### src/rtl/io_cond_pkg.sv
// rtl/io_cond_pkg.sv - shared constants and helpers for board I/O conditioning
package io_cond_pkg;

    localparam int DEFAULT_PRESCALE_LIMIT = 6;
    localparam int DEFAULT_STABLE_TICKS   = 4;
    localparam int BOARD_IO_WIDTH         = 24;
    localparam int RST_PIN                = 23;

    // Width needed to hold values 0..n-1, never less than one bit.
    function automatic int width_of(input int n);
        return (n <= 1) ? 1 : $clog2(n);
    endfunction

endpackage

### src/rtl/io_debounce_tick_gen.sv
// rtl/io_debounce_tick_gen.sv - free-running prescaler producing a periodic sample strobe
//
// Ports:
//   clk   - sole clock
//   rst_n - synchronous active-low reset
//   tick  - high for one cycle every LIMIT+1 cycles (every cycle when LIMIT is 0)
module tick_gen
    import io_cond_pkg::*;
#(
    parameter int LIMIT = DEFAULT_PRESCALE_LIMIT
) (
    input  logic clk,
    input  logic rst_n,
    output logic tick
);

    localparam int PW = width_of(LIMIT + 1);

    logic [PW-1:0] pc_q;
    logic [PW-1:0] pc_d;

    assign tick = (pc_q == PW'(LIMIT));

    always_comb begin
        pc_d = pc_q + PW'(1);
        if (tick) begin
            pc_d = '0;
        end
    end

    always_ff @(posedge clk) begin
        if (!rst_n) begin
            pc_q <= '0;
        end else begin
            pc_q <= pc_d;
        end
    end

endmodule

### src/rtl/io_debounce.sv
// rtl/io_debounce.sv - pad synchroniser and debouncer with rise/fall pulse outputs
//
// Ports:
//   clk   - sole clock
//   rst_n - synchronous active-low reset
//   io_in - raw asynchronous pad levels
//   clean - debounced registered levels
//   rise  - one-cycle pulse on each 0->1 change of clean
//   fall  - one-cycle pulse on each 1->0 change of clean
//   tick  - shared sample strobe
module io_debounce
    import io_cond_pkg::*;
#(
    parameter int WIDTH          = BOARD_IO_WIDTH,
    parameter int PRESCALE_LIMIT = DEFAULT_PRESCALE_LIMIT,
    parameter int STABLE_TICKS   = DEFAULT_STABLE_TICKS
) (
    input  logic             clk,
    input  logic             rst_n,
    input  logic [WIDTH-1:0] io_in,
    output logic [WIDTH-1:0] clean,
    output logic [WIDTH-1:0] rise,
    output logic [WIDTH-1:0] fall,
    output logic             tick
);

    localparam int CW = width_of(STABLE_TICKS);

    tick_gen #(
        .LIMIT (PRESCALE_LIMIT)
    ) u_tick_gen (
        .clk   (clk),
        .rst_n (rst_n),
        .tick  (tick)
    );

    for (genvar i = 0; i < WIDTH; i++) begin : g_ch
        logic          s1_q;
        logic          s2_q;
        logic          clean_q;
        logic          clean_d;
        logic          rise_q;
        logic          rise_d;
        logic          fall_q;
        logic          fall_d;
        logic [CW-1:0] cnt_q;
        logic [CW-1:0] cnt_d;

        always_comb begin
            clean_d = clean_q;
            cnt_d   = cnt_q;
            rise_d  = 1'b0;
            fall_d  = 1'b0;
            if (tick) begin
                if (s2_q == clean_q) begin
                    // Sample agrees with the output: any partial run was a glitch.
                    cnt_d = '0;
                end else if (cnt_q == CW'(STABLE_TICKS - 1)) begin
                    clean_d = s2_q;
                    cnt_d   = '0;
                    rise_d  = s2_q;
                    fall_d  = ~s2_q;
                end else begin
                    cnt_d = cnt_q + CW'(1);
                end
            end
        end

        always_ff @(posedge clk) begin
            if (!rst_n) begin
                s1_q    <= 1'b0;
                s2_q    <= 1'b0;
                clean_q <= 1'b0;
                rise_q  <= 1'b0;
                fall_q  <= 1'b0;
                cnt_q   <= '0;
            end else begin
                s1_q    <= io_in[i];
                s2_q    <= s1_q;
                clean_q <= clean_d;
                rise_q  <= rise_d;
                fall_q  <= fall_d;
                cnt_q   <= cnt_d;
            end
        end

        assign clean[i] = clean_q;
        assign rise[i]  = rise_q;
        assign fall[i]  = fall_q;
    end

endmodule

### config.mk
export PLATFORM = sky130hd
export DESIGN_NAME = io_debounce
export DESIGN_NICKNAME = d
export VERILOG_FILES = /design/src/rtl/io_cond_pkg.sv /design/src/rtl/io_debounce_tick_gen.sv /design/src/rtl/io_debounce.sv
export SDC_FILE = /design/constraint.sdc
export NUM_CORES = 1
export LEC_CHECK = 0
export ABC_AREA = 1
export CORE_MARGIN = 3
export CORE_UTILIZATION = 54
export CTS_CLUSTER_SIZE = 28
export DETAILED_ROUTE_END_ITERATION = 16
export PLACE_DENSITY = 0.87
export SLEW_MARGIN = 10
export SYNTH_ARGS = -nofsm -noshare
export SYNTH_HDL_FRONTEND = slang
export SYNTH_SLANG_ARGS = --single-unit
### constraint.sdc
create_clock -name clk -period 1.8 [get_ports clk]
set_input_delay 0.36 -clock clk [delete_from_list [all_inputs] [get_ports clk]]
set_output_delay 0.36 -clock clk [all_outputs]
set_load 0.02 [all_outputs]
==> results.cfg <==
[clock_tree]
clockBufferDepth = 2
ctsResizeCount = 16
worst_setup_hold_path_clk_slew_ps = 60
insertion_delay_ps = 420
hold_buffers = 0
clock_sinks = 171
cts_tree = done
cts_root_buf = clkbuf_16
cts_setup_buffers = 0
cts_made_buffers = 17
cts.htree.levels = 4

[route]
vias_per_cell = 4.570
routedWlPerCell_um = 10.99
vias = 5182
drt_iter0_drc = 321
wirelength_mm = 12.46
drt.antenna.violating_nets = 0
drcViolationCount = 0
dr.pass1.iters = 4

[synthesis]
postSynthAreaPerCell_um2 = 7.526
yosysTopAreaCell = dfxtp_1
synth_top_cell_area_share = 0.4901
yosys-top-cells-area = dfxtp_1, nand2_1, inv_1
yosysMostFrequentCell = nand2_1
synth-main-ff-cell = dfxtp_1
synth_common_cells = nand2_1, dfxtp_1, inv_1, nor2_1, buf_4
synthesis.area_mm2 = 0.006984
synthArstFlopShare = 0
synth-seq-cells = 171
yosys_warnings = 0
synth_seq_area_share = 0.4901
syn_inst = 928
synth_edf_count = 0
syn-num-nets = 980
ys_types = 18

[die]
die_x_um = 119.7
ios = 99
fp-row-count = 40
core_mm2 = 0.01231
dieArea_mm2 = 0.01433
start_util = 0.5673
chipHeight_um = 119.7

[sta]
drv_slew = 0
fin_crit_sh = 0.9765
rsz0062_at_grt = false
setup-violations-final = 0
tns_ps = 0
setup_ws_ps = 42.22
finalHoldViolations = 0
worst_pin_slew_ps = 435.5
period_needed_ps = 1758
fmax_mhz = 568.9
skew_ps = 8.391
max_slew_margin = 0.7097

[worst_setup_path]
crit_chain = clkdlybuf4s50_1
path_depth = 1
cp.arrival_ps = 1400
crit_family = buffers and inverters
slowest_delay_ps = 620
start_kind = flip-flop
r2r_slack_ps = 180
cp_num_buf_inv = 1
critPathMaxFanout = 4
crit_required_ps = 1440
slowest_stage = clkdlybuf4s50_1
r2r_cells = 8
path_class = flip-flop to output pin
end_kind = output pin

[final_layout]
diodes = 0
multi_input_area_mm2 = 0.002288
area_growth_pct = 16.57
nets = 1006
drive_above_1_share = 0.04348
nFillCells = 1006
fin_util = 0.6613
final_cell_count_no_fill = 1134
regArea_mm2 = 0.003425

[grt]
grt.total_usage = 0.1833
antenna_found_initial = 0
first_global_vias = 4965
gr-total-overflow = 0
grt_pass1_wl_mm = 21.40
grt_max_degree = 66

[power]
ir_worst_vdd_mv = 0.7416
leakage_nw = 3.852
design_power_total_mw = 7.830
power_density_mw_per_mm2 = 961.8

[run_status]
status = complete, no violations

[place]
dpl.hpwl_mm = 8.042
portBuffers = 98
gp_congestion = 0.7883
dp.cells = 1103
place_ws_ps = 203.6

[min_path]
hold_class = flip-flop to flip-flop
whs_path_depth = 2

[job]
maxCapViolCount = 0
==> area by class of cell <==
class                           count  area share
Clock buffer                       24     0.06040
Clock inverter                      7     0.01383
Inverter                          150     0.06916
Multi-Input combinational cell    510      0.2811
Sequential cell                   171      0.4206
Tap cell                          168     0.02582
Timing Repair Buffer              104      0.1291
==> sequential cells by signal, indices dropped and copies added, names as in the netlist <==
name,cells
g_ch.clean_q,24
g_ch.cnt_q,48
g_ch.fall_q,24
g_ch.rise_q,24
g_ch.s1_q,24
g_ch.s2_q,24
u_tick_gen.pc_q,3
==> placed cells by master, fill, tap and decap left out <==
cell type and n:
nand2_1 264, dfxtp_1 170, inv_1 148, nor2_1 113, clkdlybuf4s50_1 75, o21ai_0 34
o21ai_1 30, nand3_1 27, ha_1 26, clkbuf_16 17, dlygate4sd2_1 12, nor3_1 10
dlymetal6s2s_1 9, buf_4 5, clkbuf_8 4, bufinv_16 3, clkbuf_1 3, clkinv_2 3
inv_2 2, a21oi_1 2, buf_12 2, nand2_2 1, nor2_4 1, xnor2_1 1
nor2_2 1, clkinvlp_4 1, buf_2 1, dfxtp_2 1
==> metrics by stage <==
step	cell area (um2)	hold WS, ps
finish	8142	403.3
CTS	8125	409.8
global placement	7533	393.0
global route	8142	422.2
detailed placement	7533	395.3
floorplan	6984	390.5
==> power breakdown <==
group          total, mW  switching (mW)  internal, mW
combinational      0.254           0.148         0.106
sequential          3.87          0.0284          3.84
clock               3.70            1.39          2.32
total               7.83            1.56          6.27
==> logic make-up after synthesis <==
logic type | after synthesis | share of synthesized area
xor+xnor | 1 | 0.001254
flops | 171 | 0.4901
fa+ha+maj | 26 | 0.04658
compound gates | 66 | 0.04729
buf+inv | 247 | 0.1829
simple gates | 417 | 0.2318
==> per-layer routing <==
metal | share of wire | GRT usage | routed length [um]
met5 | 0 | 0 | 0
met4 | 0.026 | 0.09019 | 322
met3 | 0.043 | 0.04760 | 534
met2 | 0.51 | 0.3337 | 6365
met1 | 0.42 | 0.1958 | 5234
==> path summary, 6_finish.rpt <==
kind | startpoint | end
worst max-delay path | g_ch[10].clean_q | clean[10]
worst min register to register | g_ch[10].s1_q | g_ch[10].s2_q
worst max register to register | u_tick_gen.pc_q[0] | g_ch[3].cnt_q[0]
worst min-delay path | g_ch[10].s1_q | g_ch[10].s2_q
(Power assumes the default switching activity.)
